**config.mk**
```make
export PLATFORM = sky130hd
export DESIGN_NAME = rf_scoreboard
export DESIGN_NICKNAME = d
export VERILOG_FILES = /design/src/rtl/rf_scoreboard.sv
export SDC_FILE = /design/constraint.sdc
export NUM_CORES = 2
export LEC_CHECK = 0
export ABC_AREA = 1
export CELL_PAD_IN_SITES_DETAIL_PLACEMENT = 0
export CELL_PAD_IN_SITES_GLOBAL_PLACEMENT = 1
export CORE_ASPECT_RATIO = 1.5
export CORE_MARGIN = 3
export CORE_UTILIZATION = 35
export CTS_CLUSTER_SIZE = 12
export DETAILED_ROUTE_END_ITERATION = 12
export PLACE_DENSITY = 0.65
export SETUP_SLACK_MARGIN = 0.15
export SLEW_MARGIN = 10
export SYNTH_ARGS = -nofsm -noshare
export SYNTH_HDL_FRONTEND = slang
export SYNTH_SLANG_ARGS = --single-unit
export TNS_END_PERCENT = 20
```
**constraint.sdc**
```tcl
create_clock -name Clk -period 4.21 [get_ports Clk]
set_input_delay 1.0525 -clock Clk [delete_from_list [all_inputs] [get_ports Clk]]
set_output_delay 1.0525 -clock Clk [all_outputs]
set_load 0.05 [all_outputs]
```
**src/rtl/rf_scoreboard.sv**
```systemverilog
// Parametrised register file with configurable read ports, same-cycle write bypass
// and a per-register pending-write scoreboard used by decode for hazard stalls.
module rf_scoreboard #(
    parameter int DATA_W   = 32,
    parameter int ADDR_W   = 5,
    parameter int NUM_RD   = 2,
    parameter int CNT_W    = 2,
    parameter int BYPASS   = 1,
    parameter int ZERO_REG = 1,
    parameter int LOG_EN   = 1
) (
    input  logic                     Clk,
    input  logic                     Reset,
    input  logic [NUM_RD*ADDR_W-1:0] RdAddr,
    output logic [NUM_RD*DATA_W-1:0] RdData,
    output logic [NUM_RD-1:0]        RdBusy,
    input  logic                     WrEn,
    input  logic [ADDR_W-1:0]        WrAddr,
    input  logic [DATA_W-1:0]        WrData,
    input  logic [31:0]              WrPC,
    input  logic                     IssEn,
    input  logic [ADDR_W-1:0]        IssAddr,
    output logic                     IssReady
);
    localparam int DEPTH = 1 << ADDR_W;
    localparam logic [CNT_W-1:0] CNT_MAX = {CNT_W{1'b1}};
    localparam logic [CNT_W-1:0] CNT_ONE = CNT_W'(1);

    logic [DATA_W-1:0] regs_q [DEPTH];
    logic [CNT_W-1:0]  cnt_q  [DEPTH];
    logic [CNT_W-1:0]  cnt_d  [DEPTH];

    logic wr_ok;
    logic iss_dec_hit;
    logic iss_acc;

    // Writes to $0 are dropped entirely when register 0 is hardwired.
    assign wr_ok = WrEn && !((ZERO_REG != 0) && (WrAddr == '0));

    always_comb begin
        iss_dec_hit = WrEn && (WrAddr == IssAddr) && (cnt_q[IssAddr] != '0);
        IssReady    = (cnt_q[IssAddr] != CNT_MAX) || iss_dec_hit ||
                      ((ZERO_REG != 0) && (IssAddr == '0));
    end

    assign iss_acc = IssEn && IssReady;

    always_comb begin
        for (int r = 0; r < DEPTH; r++) begin
            logic inc, dec;
            inc      = iss_acc && (IssAddr == ADDR_W'(r));
            dec      = WrEn && (WrAddr == ADDR_W'(r)) && (cnt_q[r] != '0);
            cnt_d[r] = cnt_q[r];
            if (inc && !dec)
                cnt_d[r] = cnt_q[r] + CNT_ONE;
            else if (dec && !inc)
                cnt_d[r] = cnt_q[r] - CNT_ONE;
            if ((ZERO_REG != 0) && (r == 0))
                cnt_d[r] = '0;
        end
    end

    always_ff @(posedge Clk) begin
        if (Reset) begin
            for (int r = 0; r < DEPTH; r++) begin
                regs_q[r] <= '0;
                cnt_q[r]  <= '0;
            end
        end else begin
            if (wr_ok)
                regs_q[WrAddr] <= WrData;
            for (int r = 0; r < DEPTH; r++)
                cnt_q[r] <= cnt_d[r];
        end
    end

    for (genvar k = 0; k < NUM_RD; k++) begin : g_rd
        logic [ADDR_W-1:0] ra;
        logic [CNT_W-1:0]  rc;
        assign ra = RdAddr[k*ADDR_W +: ADDR_W];
        assign rc = cnt_q[ra];

        always_comb begin
            RdData[k*DATA_W +: DATA_W] = regs_q[ra];
            if ((BYPASS != 0) && wr_ok && (WrAddr == ra))
                RdData[k*DATA_W +: DATA_W] = WrData;
            if ((ZERO_REG != 0) && (ra == '0))
                RdData[k*DATA_W +: DATA_W] = '0;
        end

        // Last pending write is landing now and being forwarded, so no stall needed.
        always_comb begin
            RdBusy[k] = (rc != '0);
            if ((BYPASS != 0) && WrEn && (WrAddr == ra) && (rc == CNT_ONE) &&
                !(iss_acc && (IssAddr == ra)))
                RdBusy[k] = 1'b0;
            if ((ZERO_REG != 0) && (ra == '0))
                RdBusy[k] = 1'b0;
        end
    end

`ifndef SYNTHESIS
    always @(posedge Clk) begin
        if ((LOG_EN != 0) && !Reset && wr_ok)
            $display("@%08h: $%2d <= %08h", WrPC, WrAddr, WrData);
    end
`endif

endmodule

```
[Word-level counts from Yosys, hierarchy flattened]
Memories as Yosys holds them, arrays and structs flattened.
Index checks and enable logic that the tools add are counted.
Cells by class
  equal/unequal tests: 70
  shift operators: 0
  reduce and logical (&&, ||, !) cells: 275
  multipliers: 0
  mux-type cells: 111
  add/subtract/negate cells: 62
  order comparisons: 0
  bitwise logic cells: 32
  divide/modulo/power cells: 0
Operators by type and width (number)
  $mux 2: 94
  $logic_and 1x1->1: 169
  $eq 5x5->1 const B: 32
  $mux 32: 5
  $eq 5x4->1 const B: 16
  $reduce_bool 2->1: 34
  $logic_not 1->1: 65
  $add 2x1->2 const B: 31
  $sub 2x1->2 const B: 31
  $eq 5x3->1 const B: 8
  $or 1x1->1: 32
  $reduce_or 32->1: 1
  $eq 5x5->1: 5
  $eq 5x2->1 const B: 4
  $logic_not 5->1: 4
  $mux 1: 11
  $eq 5x1->1 const B: 2
  $mux 5: 1
  $eq 2x1->1 const B: 2
  $logic_or 1x1->1: 2
  $ne 2x2->1 const B: 1
Storage, ports and cells
  latch bits: 0
  word-level logic and storage cells: 552
  ROM bits: 0
  register bits: 0
  memories: 2
  bits in writable memories: 1088
  input bits: 88
Memory list
  regs_q: depth 32, bits a word 32, read ports 2, clocked after Yosys merged registers in 0, write ports 32, line 29  | logic [DATA_W-1:0] regs_q [DEPTH];
  cnt_q: depth 32, bits a word 2, read ports 34, clocked after Yosys merged registers in 0, write ports 32, line 30  | logic [CNT_W-1:0] cnt_q [DEPTH];

[Logic depth before layout (Yosys ltp)]
  word-level depth: 12
  gate-level depth with buffers: 21
  gate-level depth less buffers: 18

[Least setup slack after synthesis]
No wires, ideal clock.
  path kind: input to output
  from: input port RdAddr[0]
  to: output port RdData[24]
  data required time: 3158 ps
  stages on the path: 12
  slack: 110 ps
  arrival time: 3047 ps
  cell sequence: buf_2 > buf_4 > buf_4 > buf_4 > buf_2 > a21oi_1 > o21ai_0 > nand2_1 > nand2_1 > nand3_1 > o21ai_1 > a21oi_1
Between the ends
  word-level cells in the longest chain between the ends: 4
  elaborated cells on any way between the ends: 6
Ends and longest elaborated chain
  start: declaration: line 14  | input logic [NUM_RD*ADDR_W-1:0] RdAddr,
  branches (longest 3 deep; another with $mem_v2 32x32)
  $mux 32 *: line 87  | if ((ZERO_REG != 0) && (ra == '0))
  end: declaration: line 15  | output logic [NUM_RD*DATA_W-1:0] RdData,
Every way passes the cells marked *.

[Worst setup path after layout]
  from: input port RdAddr[1]
  to: output port RdData[26]
Same word-level chain as after synthesis.

==> results.md <==
- Max Cap Violations: 0
- CP Data Required Time: ~3.2 ns
- Core ar.: about 170000 µm²
- Worst r2r src: cnt_q[16][1]
- Root buffer cell: clkbuf_16
- Total grt overflow: 0
- Drt drc: 0
- Gpl congestion: 0.9074
- Synth area leader: edfxtp_1
- Syn Inst Count: 7023
- R2R Setup Slk: between 1 and 1.5 ns
- Port Buffers: 122
- DRC marker count from the first detailed-route iteration: 7613
- Final Hold Vio Count: 0
- Status: completed
- # setup viols final: 0
- Rows: 185
- Initial antenna violation count: 6
- Unique masters post-synth: 39
- Ranking of synthesized cells by area: edfxtp_1, nor2_1, o21ai_0, a21oi_1, nand2_1
- Hold path start: cnt_q[19][1]
- Total CTS buffers: 114
- Clock tree from TritonCTS: built
- Tot GR Track Use: approximately a third
- Pwr dens: 372.0 nW/µm²
- Tmin final: 4.181 ns
- Sw frac: 29.45%
- Largest net degree at the start of global routing: 100
- CTS max path bufs: 3
- Wire length per cell: about 31 µm
- Crit path launch type: input pin
- Initial Util: 35.30%
- Worst setup margin: 0.02871 ns
- Slew Limit Fails: 0
- Synthesized area: 59900 µm²
- Post-synth top area share: 51.33%
- Pleak: 28.58 nW
- Worst Reg-to-Reg Cells: 18
- Hold Path Stages: 2
- RSZ-0062 raised after global routing: true
- Gate power share: between 10% and 20%
- Async S/R FF share, synth: 0%
- Share of total power in the clock network: 35.8%
- P_int: just under 20 mW
- Sequential Power Share: 45.3%
- Layout cells sized above 1: 16.22%
- Worst Setup Path Type: in2out
- Max-slew headroom: 26.68%
- Dpl ws: -0.6873 ns
- Maximum fanout along the worst path: 8
- Via count: 58670
- I/O Pins: 155
- Clock Skew: 0.03420 ns
- Worst-margin pin slew: roughly 1.1 ns
- Period utilization: 99.32%
- Total number of H-tree levels: 3
- Fmax: about 240 MHz
- WL final: 302700 µm
- Hold Path Class: reg2reg
- Psw: between 8 and 9 mW
- Most frequent cells in the layout: nor2_1, edfxtp_1, o21ai_0
- Vias in the first global route: between 50000 and 60000
- Clk_lat worst skew: 0.78 ns
- Fin Setup TNS: 0 ns
- CTS Hold Bufs: 0
- Die area: 176200 µm²
- DIE WIDTH: between 300 and 400 µm
- ANT nets after route: 0
- DR pass1 iterations: 6
- Post-synth EDFFs: approximately 1000
- Reg clk slew, reported paths: 0.06 ns
- Hold Path Sink: cnt_q[19][1]
- Die height: slightly above 500 µm
- First-pass GRT wire length: 414500 µm
- Seq cells post-synth: 1086
- Fin nets: 7422
- Synth warnings: 0
- Synth Flop Type: edfxtp_1
- Area added between synthesis and finish: 25.36%
- Worst setup EP type: output port
- Max VDD drop: 0.3466 mV
- Sink Count: 1086
- Sequential share of the synthesized area: a little over half
- Commonest non-fill, non-tap cell in the layout: nor2_1
- Syn Area/Cell: between 8 and 9 µm²
- WP data arrival: 3.13 ns
- Critical R2R Capture: cnt_q[4][1]
- Dpl hpwl: ~190000 µm
- Vias per cell: ~6.1
-- worst max-delay path, stage by stage --
cell and delay [ns]:
buf_16 0.14, nor2_4 0.05, buf_12 0.15, buf_16 0.17, buf_4 0.15, nand2_1 0.05
o211ai_1 0.10, o211ai_1 0.22, buf_4 0.19, nand3_1 0.18, o21ai_2 0.25, buf_4 0.17
a21oi_2 0.07, buf_12 0.15
-- final cells by class --
cell class,count,area [µm²]
diodes,6,15.01
clock buffers,149,3088
clock inverters,50,425.4
fillers,16300,94580
inverters,454,1799
multi-input cells,4853,24750
flip-flops and latches,1086,31990
well taps,2244,2808
repair buffers,794,10220
-- timing repair --
item | CTS | global route
pin swaps | 41 | 90
endpoints found under the setup margin | 66 | 66
buffers inserted | 35 | 24
resized for setup | 206 | 244
gates cloned | 16 | 9
-- synth_stat cells, drive strengths merged (31+ instances only) --
cell and instances:
a21oi 627, a22oi 127, buf 297, clkbuf 364
dfxtp 62, edfxtp 1024, ha 31, inv 451
nand2 753, nand3 308, nor2 1460, o211ai 260
o21ai 1018, o221ai 148
-- worst max path at each step --
| stage | start | end | slack [ns] |
|---|---|---|---|
| after floorplan | RdAddr[0] | RdData[18] | 0.11 |
| after global placement | WrAddr[0] | RdData[0] | -0.69 |
| after detailed placement | WrAddr[0] | RdData[0] | -0.69 |
| after CTS | RdAddr[6] | RdData[32] | 0.08 |
| after global routing | RdAddr[0] | RdData[20] | 0.02 |
| final | RdAddr[1] | RdData[26] | 0.03 |
-- flip-flops by register name, indices dropped and copies added, names as in the netlist --
name,count
regs_q,1024
cnt_q,62
-- stage by stage --
stage | utilization, % | hold WS, ns | power [mW] | instance area, µm² | instances
floorplan | - | 0.4716 | 15.08 | 60040 | 7054
global placement | 40.41 | 0.5163 | 17.59 | 68560 | 9347
detailed placement | 40.41 | 0.5202 | 17.63 | 68560 | 9347
CTS | 43.45 | 0.5333 | 27.71 | 73720 | 9597
global route | 44.25 | 0.5681 | 28.65 | 75080 | 9632
finish | 44.26 | 0.5357 | 27.93 | 75090 | 9636
-- kinds of logic after synthesis --
group	after synthesis	share of synthesized area, %
flip-flops	1086	53.41
buffers and inverters	1115	7.635
XOR/XNOR	11	0.1609
AND/OR/NAND/NOR	2556	16.86
adder cells (fa/ha/maj)	31	0.6475
other	1	0.006260
AO/OA/AOI/OAI	2223	21.29
-- per-layer routing --
| layer | GRT usage [%] | share of wire [%] | up-vias |
|---|---|---|---|
| li1 | - | - | 25150 |
| met1 | 38.86 | 35 | 28750 |
| met2 | 55.00 | 47 | 3757 |
| met3 | 5.705 | 9.3 | 1014 |
| met4 | 22.39 | 8.1 | 2 |
| met5 | 0 | 0.0033 | - |
-- power by group through the flow --
| stage | combinational (mW) | clock (mW) | sequential, mW |
|---|---|---|---|
| detailed placement | 4.78 | 0 | 12.8 |
| floorplan | 2.30 | 0 | 12.8 |
| finish | 5.30 | 9.99 | 12.6 |
| CTS | 5.03 | 10.1 | 12.6 |
| global route | 5.51 | 10.5 | 12.7 |
| global placement | 4.76 | 0 | 12.8 |
(Power assumes the default switching activity.)
